--- config.mk ---
export PLATFORM = sky130hd
export DESIGN_NAME = muldiv_iter_flat
export DESIGN_NICKNAME = d
export VERILOG_FILES = /design/src/rtl/muldiv_pkg.sv /design/src/rtl/muldiv_if.sv /design/src/rtl/muldiv_div_step.sv /design/src/rtl/muldiv_iter.sv /design/src/flat_wrapper.sv
export SDC_FILE = /design/constraint.sdc
export NUM_CORES = 2
export LEC_CHECK = 0
export ABC_AREA = 1
export CAP_MARGIN = 20
export CORE_ASPECT_RATIO = 0.6
export CORE_UTILIZATION = 31
export CTS_CLUSTER_SIZE = 16
export DETAILED_ROUTE_END_ITERATION = 8
export PLACE_DENSITY = 0.57
export SYNTH_ARGS = -nofsm -noshare
export SYNTH_HDL_FRONTEND = slang
export SYNTH_SLANG_ARGS = --single-unit
--- constraint.sdc ---
create_clock -name clk_core -period 12 [get_ports clk_core]
set_clock_uncertainty 0.15 [all_clocks]
set_input_delay 1.2 -clock clk_core [delete_from_list [all_inputs] [get_ports clk_core]]
set_output_delay 1.2 -clock clk_core [all_outputs]
set_load 0.005 [all_outputs]
--- src/rtl/muldiv_pkg.sv ---
// muldiv_pkg: op/state types and op-class helpers shared by muldiv_iter and its interface.
package muldiv_pkg;

    typedef enum logic [2:0] {MUL, MULH, MULHSU, MULHU, DIV, DIVU, REM, REMU} mdop_t;

    typedef enum logic [1:0] {IDLE, RUN, DONE} state_t;

    function automatic logic is_div(input mdop_t op);
        return op inside {DIV, DIVU, REM, REMU};
    endfunction

    function automatic logic is_signed_a(input mdop_t op);
        return op inside {MUL, MULH, MULHSU, DIV, REM};
    endfunction

    function automatic logic is_signed_b(input mdop_t op);
        return op inside {MUL, MULH, DIV, REM};
    endfunction

endpackage

--- src/rtl/muldiv_if.sv ---
// muldiv_if: request/response bundle between the execute stage (master) and muldiv_iter (slave).
interface muldiv_if #(
    parameter int XLEN = 32
);
    import muldiv_pkg::*;

    logic            go;
    logic            kill;
    mdop_t           op;
    logic [XLEN-1:0] a;
    logic [XLEN-1:0] b;
    logic            busy;
    logic            done;
    logic [XLEN-1:0] result;

    modport master (output go, kill, op, a, b, input busy, done, result);
    modport slave (input go, kill, op, a, b, output busy, done, result);

endinterface

--- src/rtl/muldiv_div_step.sv ---
// muldiv_div_step: DIV_STEP restoring-division bits per call, dividend bits shifted in MSB first.
module muldiv_div_step #(
    parameter int XLEN     = 32,
    parameter int DIV_STEP = 1
) (
    input  logic [XLEN-1:0]     i_rem,
    input  logic [DIV_STEP-1:0] i_din,
    input  logic [XLEN-1:0]     i_dvs,
    output logic [XLEN-1:0]     o_rem,
    output logic [DIV_STEP-1:0] o_q
);
    logic [XLEN:0] w_try;
    logic [XLEN:0] w_diff;

    // Partial remainder stays below the divisor, so the shifted trial value fits in XLEN+1 bits.
    always_comb begin
        o_rem  = i_rem;
        o_q    = '0;
        w_try  = '0;
        w_diff = '0;
        for (int k = DIV_STEP - 1; k >= 0; k--) begin
            w_try  = {o_rem, i_din[k]};
            w_diff = w_try - {1'b0, i_dvs};
            o_q[k] = ~w_diff[XLEN];
            o_rem  = w_diff[XLEN] ? w_try[XLEN-1:0] : w_diff[XLEN-1:0];
        end
    end

endmodule

--- src/rtl/muldiv_iter.sv ---
// muldiv_iter: iterative RV32M multiply (radix-2^MUL_STEP shift-add) and restoring divide on magnitudes.
// Optional MULDIV_EARLY_OUT_EN: multiply stops once the multiplier is exhausted; divide skips dividend leading zeros.
module muldiv_iter
    import muldiv_pkg::*;
#(
    parameter int XLEN     = 32,
    parameter int MUL_STEP = 4,
    parameter int DIV_STEP = 1
) (
    input logic     clk_core,
    input logic     reset_n,
    muldiv_if.slave md
);
    localparam int              W2      = 2 * XLEN;
    localparam int              CW      = $clog2(XLEN + 1);
    localparam logic [CW-1:0]   MUL_CNT = CW'(XLEN / MUL_STEP);
    localparam logic [CW-1:0]   DIV_CNT = CW'(XLEN / DIV_STEP);
    localparam logic [XLEN-1:0] SMIN    = {1'b1, {(XLEN - 1){1'b0}}};

    state_t              r_state, w_next;
    mdop_t               r_op;
    logic [CW-1:0]       r_cnt, w_div_cnt;
    logic                r_neg_q, r_neg_r;
    logic [W2-1:0]       r_acc, r_mcand, w_acc_nx, w_prod;
    logic [XLEN-1:0]     r_mplier, r_rem, r_dvd, r_dvs, r_result;
    logic [XLEN-1:0]     w_mag_a, w_mag_b, w_dvd0, w_spec_res, w_rem_nx, w_quo, w_run_res;
    logic [DIV_STEP-1:0] w_q;
    logic                w_sa, w_sb, w_special, w_start, w_last;

    assign w_sa      = is_signed_a(md.op) & md.a[XLEN-1];
    assign w_sb      = is_signed_b(md.op) & md.b[XLEN-1];
    assign w_mag_a   = w_sa ? -md.a : md.a;
    assign w_mag_b   = w_sb ? -md.b : md.b;
    assign w_start   = r_state == IDLE && md.go && !md.kill;

    // Divide by zero and signed overflow have fixed answers and never enter RUN.
    assign w_special  = is_div(md.op) && (md.b == '0 || (is_signed_b(md.op) && md.a == SMIN && md.b == '1));
    assign w_spec_res = md.op inside {REM, REMU} ? (md.b == '0 ? md.a : '0) : (md.b == '0 ? '1 : md.a);

    assign w_acc_nx = r_acc + r_mcand * W2'(r_mplier[MUL_STEP-1:0]);
    assign w_prod   = r_neg_q ? -w_acc_nx : w_acc_nx;

    muldiv_div_step #(
        .XLEN    (XLEN),
        .DIV_STEP(DIV_STEP)
    ) u_div_step (
        .i_rem(r_rem),
        .i_din(r_dvd[XLEN-1 -: DIV_STEP]),
        .i_dvs(r_dvs),
        .o_rem(w_rem_nx),
        .o_q  (w_q)
    );

    // Quotient bits fill r_dvd from the bottom as the dividend shifts out the top.
    assign w_quo     = {r_dvd[XLEN-DIV_STEP-1:0], w_q};
    assign w_run_res = is_div(r_op)
                     ? (r_op inside {REM, REMU} ? (r_neg_r ? -w_rem_nx : w_rem_nx) : (r_neg_q ? -w_quo : w_quo))
                     : (r_op == MUL ? w_prod[XLEN-1:0] : w_prod[W2-1:XLEN]);

`ifdef MULDIV_EARLY_OUT_EN
    function automatic int lead_zeros(input logic [XLEN-1:0] v);
        int n = XLEN;
        for (int i = 0; i < XLEN; i++) if (v[i]) n = XLEN - 1 - i;
        n = (n / DIV_STEP) * DIV_STEP;
        return n > XLEN - DIV_STEP ? XLEN - DIV_STEP : n;
    endfunction

    int w_lz;

    assign w_lz      = lead_zeros(w_mag_a);
    assign w_dvd0    = w_mag_a << w_lz;
    assign w_div_cnt = CW'((XLEN - w_lz) / DIV_STEP);
    assign w_last    = r_cnt == CW'(1) || (!is_div(r_op) && (r_mplier >> MUL_STEP) == '0);
`else
    assign w_dvd0    = w_mag_a;
    assign w_div_cnt = DIV_CNT;
    assign w_last    = r_cnt == CW'(1);
`endif

    always_ff @(posedge clk_core or negedge reset_n) begin
        if (!reset_n) r_state <= IDLE;
        else r_state <= w_next;
    end

    always_comb begin
        w_next = r_state;
        if (md.kill) w_next = IDLE;
        else if (r_state == IDLE) w_next = md.go ? (w_special ? DONE : RUN) : IDLE;
        else if (r_state == RUN) w_next = w_last ? DONE : RUN;
        else w_next = md.go ? DONE : IDLE;
    end

    always_ff @(posedge clk_core or negedge reset_n) begin
        if (!reset_n) begin
            r_op     <= MUL;
            r_cnt    <= '0;
            r_neg_q  <= 1'b0;
            r_neg_r  <= 1'b0;
            r_acc    <= '0;
            r_mcand  <= '0;
            r_mplier <= '0;
            r_rem    <= '0;
            r_dvd    <= '0;
            r_dvs    <= '0;
            r_result <= '0;
        end else if (w_start) begin
            r_op     <= md.op;
            r_neg_q  <= w_sa ^ w_sb;
            r_neg_r  <= w_sa;
            r_cnt    <= is_div(md.op) ? w_div_cnt : MUL_CNT;
            r_acc    <= '0;
            r_mcand  <= W2'(w_mag_a);
            r_mplier <= w_mag_b;
            r_rem    <= '0;
            r_dvd    <= w_dvd0;
            r_dvs    <= w_mag_b;
            if (w_special) r_result <= w_spec_res;
        end else if (r_state == RUN && !md.kill) begin
            r_cnt <= r_cnt - CW'(1);
            if (is_div(r_op)) begin
                r_rem <= w_rem_nx;
                r_dvd <= w_quo;
            end else begin
                r_acc    <= w_acc_nx;
                r_mcand  <= r_mcand << MUL_STEP;
                r_mplier <= r_mplier >> MUL_STEP;
            end
            if (w_last) r_result <= w_run_res;
        end
    end

    assign md.busy   = r_state != IDLE;
    assign md.done   = r_state == DONE;
    assign md.result = r_result;

endmodule

--- src/flat_wrapper.sv ---
// flat-port wrapper written by rule: the top's interface ports become plain ports
module muldiv_iter_flat import muldiv_pkg::*;
#(
    parameter int XLEN     = 32,
    parameter int MUL_STEP = 4,
    parameter int DIV_STEP = 1
)
  (clk_core, reset_n, md_go, md_kill, md_op, md_a, md_b, md_busy, md_done, md_result);
  muldiv_if #(.XLEN(XLEN)) md_i ();
  input logic clk_core;
  input logic reset_n;
  input wire logic [$bits(md_i.go)-1:0] md_go;
  input wire logic [$bits(md_i.kill)-1:0] md_kill;
  input wire logic [$bits(md_i.op)-1:0] md_op;
  input wire logic [$bits(md_i.a)-1:0] md_a;
  input wire logic [$bits(md_i.b)-1:0] md_b;
  output wire logic [$bits(md_i.busy)-1:0] md_busy;
  output wire logic [$bits(md_i.done)-1:0] md_done;
  output wire logic [$bits(md_i.result)-1:0] md_result;
  assign md_i.go = md_go;
  assign md_i.kill = md_kill;
  assign md_i.op = md_op;
  assign md_i.a = md_a;
  assign md_i.b = md_b;
  assign md_busy = md_i.busy;
  assign md_done = md_i.done;
  assign md_result = md_i.result;
  muldiv_iter #(.XLEN(XLEN), .MUL_STEP(MUL_STEP), .DIV_STEP(DIV_STEP)) u_core (.clk_core(clk_core), .reset_n(reset_n), .md(md_i));
endmodule
### Word level (Yosys, flattened, before mapping)

Index checks and enable logic that the tools add are counted.
Widths: inputs -> output; s select.

| storage, ports and cells | value |
|---|---|
| memories | 0 |
| word-level logic and storage cells | 108 |
| bits in writable memories | 0 |
| register bits | 301 |
| bits in read-only memories | 0 |
| output and inout bits | 34 |
| bits of input ports | 71 |
| latch bits | 0 |

| cells by class | value |
|---|---|
| equality and inequality tests | 17 |
| multiply operators | 1 |
| magnitude comparators | 0 |
| reductions and logical operators | 25 |
| div/mod/pow operators | 0 |
| add/sub/neg operators | 8 |
| shift-type cells | 0 |
| bitwise logic cells | 4 |
| muxes and demuxes | 41 |

Operator list:

| cell | count |
|---|---|
| $mux 32 | 24 |
| $mux 64 | 7 |
| $neg 32->32 | 4 |
| $add 64x64->64 | 1 |
| $eq 32x32->1 const B | 2 |
| $mul 64x4->64 | 1 |
| $neg 64->64 | 1 |
| $sub 33x32->33 | 1 |
| $logic_not 32->1 | 1 |
| $eq 3x3->1 const B | 8 |
| $mux 6 | 3 |
| $mux 2 | 7 |
| $reduce_bool 2->1 | 6 |
| $reduce_bool 4->1 | 3 |
| $eq 6x1->1 const B | 1 |
| $logic_and 1x1->1 | 6 |
| $logic_not 3->1 | 2 |
| $sub 6x1->6 const B | 1 |
| $reduce_bool 5->1 | 1 |
| $ne 2x1->1 const B | 2 |
| $reduce_and 2->1 | 2 |
| $eq 3x1->1 const B | 1 |
| $eq 3x2->1 const B | 1 |
| $reduce_and 3->1 | 1 |
| other kinds (8) | 9 |

### Depth between registers and ports, before layout

| logic depth | value |
|---|---|
| word-level depth | 10 |
| gate-level depth with buffers | 37 |
| gate-level depth less buffers | 35 |

### By module

A second synthesis with hierarchy kept.

| second synthesis, totals | value |
|---|---|
| cell total of the unflattened synthesis | 5604 |
| area total of the unflattened synthesis | 34196.5 um2 |

By module, submodules not included:

| module | cells an instance | times used | seq. area each (um2) | area each (um2) |
|---|---|---|---|---|
| muldiv_iter | 4924 | 1 | 7532.2 | 31046.0 |
| muldiv_div_step | 680 | 1 | 0.0 | 3150.5 |

### Worst setup path before layout

Ideal clock, no wire load.

| timing path | value |
|---|---|
| kind | register -> register |
| start point | reg u_core.r_mplier[1] |
| end point | reg u_core.r_result[30] (netlist: u_core.md.result[30]) |
| required time | 11733 ps |
| clock period less this slack | 5025 ps |
| buffers on the path | 2 |
| cell stages (with the launch flop) | 34 |
| slack | 6975 ps |
| setup time | 117 ps |
| arrival | 4759 ps |
| cell sequence | dfrtp_1 > clkbuf_1 > clkbuf_1 > nand2_1 > inv_1 > fa_1 > fa_1 > inv_1 > fa_1 > inv_1 > ha_1 > nand2_1 > nor2_1 > inv_1 > nor2_1 > inv_1 > nor2_1 > nand2_1 > nand2_1 > nand2_1 > nand2_2 > nand2_1 > nor2_1 > nand2_1 > nor2_2 > nand3_2 > nand2_1 > nand3_1 > nand3_1 > nand2_1 > nand2_1 > nand2_1 > nor2_1 > nor2_1 |

| on the way | value |
|---|---|
| cells in the longest elaborated chain, start to end | 9 |

RTL lines:

| what | RTL line | source |
|---|---|---|
| start: declaration | muldiv_iter.sv:25 | `logic [XLEN-1:0] r_mplier, r_rem, r_dvd, r_dvs, r_result;` |
| start signal: assignment | muldiv_iter.sv:113 | `r_mplier <= w_mag_b;` |
| start signal: assignment | muldiv_iter.sv:126 | `r_mplier <= r_mplier >> MUL_STEP;` |
| $mul 64x4->64 * | muldiv_iter.sv:40 | `assign w_acc_nx = r_acc + r_mcand * W2'(r_mplier[MUL_STEP-1:0]);` |
| $add 64x64->64 * | muldiv_iter.sv:40 |  |
| $neg 64->64 | muldiv_iter.sv:41 | `assign w_prod = r_neg_q ? -w_acc_nx : w_acc_nx;` |
| $mux 64 * | muldiv_iter.sv:41 |  |
| $mux 32 * | muldiv_iter.sv:58 | `: (r_op == MUL ? w_prod[XLEN-1:0] : w_prod[W2-1:XLEN]);` |
| $mux 32 * | muldiv_iter.sv:57 | `? (r_op inside {REM, REMU} ? (r_neg_r ? -w_rem_nx : w_rem_nx) : (r_neg_q ? -w_quo : w_quo))` |
| $mux 32 * | muldiv_iter.sv:128 | `if (w_last) r_result <= w_run_res;` |
| $mux 32 * | muldiv_iter.sv:118 | `end else if (r_state == RUN && !md.kill) begin` |
| $mux 32 * | muldiv_iter.sv:106 | `end else if (w_start) begin` |
| end signal: assignment | muldiv_iter.sv:117 | `if (w_special) r_result <= w_spec_res;` |
| end signal: assignment | muldiv_iter.sv:128 |  |
| end: declaration | muldiv_iter.sv:25 |  |

Every way passes the cells marked *; elsewhere a longest branch is shown, timed or not. The select of a mux whose other input is x is not followed.
A chain may end at the register's enable or synchronous reset.

### Worst setup path after layout

| timing path | value |
|---|---|
| start point | reg u_core.r_mplier[3] |
| end point | reg u_core.r_result[27] (netlist: u_core.md.result[27]) |

The elaborated chain is that of the path after synthesis.

==> reports/qor.yml <==
synthesis:
  synthDistinctLibCells: 59
  synth_seq_cells: 301
  syn_area_sq_um: 34400
  synth-warning-count: 0
  synth_edf_count: 0
  syn-num-nets: 5989
  synth_ff_type: "dfrtp_1"
  synth_cells: 5628
  yosysTopAreaCell: "dfrtp_1"
  async_reset_ff_share_pct: 100
  synth_top_area_share_pct: 21.9
  synthTopCellsByArea: "dfrtp_1 (22%), nand2_1 (20%), inv_1 (14%)"
  synth_area_per_cell_sq_um: 6.11
  synth_seq_area_share_pct: 21.9
drt:
  viasPerCell: 5.17
  drcViolationCount: 0
  via_count: 37100
  dr.pass1.iters: 6
  ant_nets: 0
  drt_iter0_markers: 5053
  wl_um: 170000
  wire_per_inst_um: 23.7
worst_setup_path:
  required_ns: 12.40
  rrSetupSlack_ns: 2.99
  critPathSlowestCell: "nor2_1"
  path_class: "flip-flop to flip-flop"
  cp-end-kind: "flip-flop"
  worstPathArrival_ns: 9.41
  r2r_start: "u_core.r_mplier[3]$_DFFE_PN0P_"
  critPathMaxFanout: 40
  cp_slowest_stage_delay_ns: 0.89
  rr_worst_depth: 34
  reg2reg_to: "u_core.md.result[27]$_DFFE_PN0P_"
  startpoint_type: "flip-flop"
  path_common_cell: "nand2_1"
finish:
  final_cells: 7173
  syn2layout_area_growth_pct: 11.9
  regArea_sq_um: 7540
  nets: 6015
  multi_input_area_sq_um: 21400
  drive_gt1_share_pct: 4.12
  fill_cells: 12200
cts:
  cts_sinks: 301
  clkTransAtPathRegs_ns: 0.07
  clockRootBuffer: "clkbuf_16"
  cts_max_level: 2
  post_cts_resized: 0
  clk_latency_ns: 0.63
  cts_buffer_depth: 3
  cts_buffers: 38
  cts_tree: "done"
  post-cts-setup-buffers: 0
  ctsHoldBuffers: 0
min_path:
  min_to: "u_core.r_cnt[0]$_DFFE_PN0P_"
  hold_depth: 1
  worstHoldStart: "u_core.r_cnt[0]$_DFFE_PN0P_"
  hold_path.class: "flip-flop to flip-flop"
sta:
  maxSlewViolCount: 0
  slew_headroom_pct: 19.3
  hold_viol: 0
  max_freq_mhz: 111
  worstMarginPinSlew_ns: 1.21
  layout_min_cycle_time_ns: 9.01
  finalSetupViolCount: 0
  rsz0062_at_grt: "false"
  min_period_over_period_pct: 75.1
  tns_ns: 0
grt:
  antenna_found_initial: 10
  grt_pass1_vias: 33500
  grt_pass1_wl_um: 242000
  grt_util_all_layers_pct: 29.9
  grt_max_degree: 153
  grt-ovfl-total: 0
floorplanning:
  start_util_pct: 31.3
  core-area_sq_um: 110000
  die_y_um: 260
  rows: 94
  ios: 105
  chipWidth_um: 432
  dieArea_sq_um: 112000
placed_design:
  portBuffers: 104
  placed_cells: 7101
  dpl.hpwl_um: 139000
  gp_congestion: 1.09
job:
  drv_cap: 0
status:
  outcome: "completed"
cell usage after synthesis (all sizes together) (3+ instances only):
| library cell | number |
|---|---|
| nand2 | 1836 |
| inv | 1289 |
| nor2 | 446 |
| nand3 | 334 |
| dfrtp | 301 |
| o21ai | 286 |
| a21oi | 217 |
| fa | 183 |
| clkbuf | 117 |
| ha | 107 |
| o22ai | 106 |
| o221ai | 73 |
| nand4 | 62 |
| nor3 | 58 |
| buf | 40 |
| or2 | 22 |
| nand3b | 18 |
| a31oi | 17 |
| o211ai | 16 |
| xor2 | 16 |
| o21bai | 13 |
| xnor2 | 13 |
| nor4 | 10 |
| a21o | 9 |
| o31ai | 8 |
| and2 | 5 |
| and3 | 5 |
| a211oi | 3 |
| o21a | 3 |
flip-flops by register name, summed over array words and instances (netlist names), 6 cells and up:
register and cells:
u_core.r_acc 64, u_core.r_dvd 32, u_core.r_cnt 6, u_core.r_dvs 32
u_core.r_mcand 64, u_core.md.result 32, u_core.r_rem 32, u_core.r_mplier 32
critical path, delay by kind of cell, from the launching register on:
family | cells | cell delay, ns
adder cells (fa/ha/maj) | 4 | 1.85
buffers and inverters | 6 | 0.88
flip-flops | 1 | 0.74
AND/OR/NAND/NOR | 24 | 5.23
cell type report:
cell class | instances | share of cell area (%)
multi-input combinational | 3879 | 55.5
sequential | 301 | 19.6
inverter | 1291 | 12.6
tap | 1488 | 4.84
timing repair buffer | 143 | 3.51
clock buffer | 49 | 2.76
clock inverter | 20 | 1.18
antenna | 2 | 0.0130
kinds of logic (layout without fill, tap and decap cells):
kind of cell               Yosys count  count (layout)  synth area share, %
AOI/OAI and AO/OA                  762             762                 13.0
xor gates and xnor gates            29              29                0.738
adders and majority gates          291             291                 14.6
buffers and inverters             1448            1503                 16.1
DFF                                301             301                 21.9
other                                0               2                    0
and+or+nand+nor                   2797            2797                 33.7
per-layer routing:
metal,track usage (%),up-vias,part of all wire [%]
li1,-,17400,-
met5,1.22,-,0.13
met4,4.15,6,1.4
met3,14.6,121,16
met1,48.7,17700,51
met2,33.0,1870,32
cells in the final DEF (no fill, tap or decap), types with 10 or more instances in the layout:
cell	Yosys	final
a21oi_1	213	213
a31oi_1	17	17
buf_4	3	37
bufinv_16	0	11
clkbuf_16	0	38
clkdlybuf4s50_1	0	103
dfrtp_1	301	296
fa_1	183	183
ha_1	107	107
inv_1	1280	1277
inv_2	9	12
nand2_1	1796	1795
nand2_2	33	34
nand3_1	328	327
nand3b_1	18	18
nand4_1	62	62
nor2_1	424	420
nor2_2	17	18
nor3_1	55	54
nor4_1	10	10
o211ai_1	16	16
o21ai_0	268	267
o21ai_1	13	14
o21bai_1	12	12
o221ai_1	73	73
o22ai_1	106	106
or2_2	21	21
xnor2_1	13	13
xor2_1	16	16
worst max-delay path by stage:
stage	startpoint	end	slack, ns
2_1_floorplan	u_core.r_mplier[1]$_DFFE_PN0P_	u_core.md.result[30]$_DFFE_PN0P_	6.97
3_3_place_gp	u_core.r_mplier[2]$_DFFE_PN0P_	u_core.md.result[27]$_DFFE_PN0P_	3.61
3_5_place_dp	u_core.r_mplier[3]$_DFFE_PN0P_	u_core.md.result[27]$_DFFE_PN0P_	3.77
4_1_cts	u_core.r_mplier[3]$_DFFE_PN0P_	u_core.md.result[27]$_DFFE_PN0P_	3.73
5_1_grt	u_core.r_mplier[3]$_DFFE_PN0P_	u_core.md.result[27]$_DFFE_PN0P_	2.84
6_report	u_core.r_mplier[3]$_DFFE_PN0P_	u_core.md.result[27]$_DFFE_PN0P_	2.99
metrics by stage:
| step | hold slack, ns | setup slack [ns] | utilization, % | cell area (sq um) |
|---|---|---|---|---|
| 6_report | 0.354 | 2.99 | 35.1 | 38500 |
| 5_1_grt | 0.388 | 2.84 | 35.1 | 38500 |
| 4_1_cts | 0.357 | 3.73 | 35.1 | 38500 |
| 3_5_place_dp | 0.345 | 3.77 | 33.7 | 37000 |
| 3_3_place_gp | 0.334 | 3.61 | 33.7 | 37000 |
| 2_1_floorplan | 0.300 | 6.97 | - | 34400 |
Power is left out: the tool's default activity adds up to more than one toggle a clock period on the data nets, which glitch-free logic cannot reach.
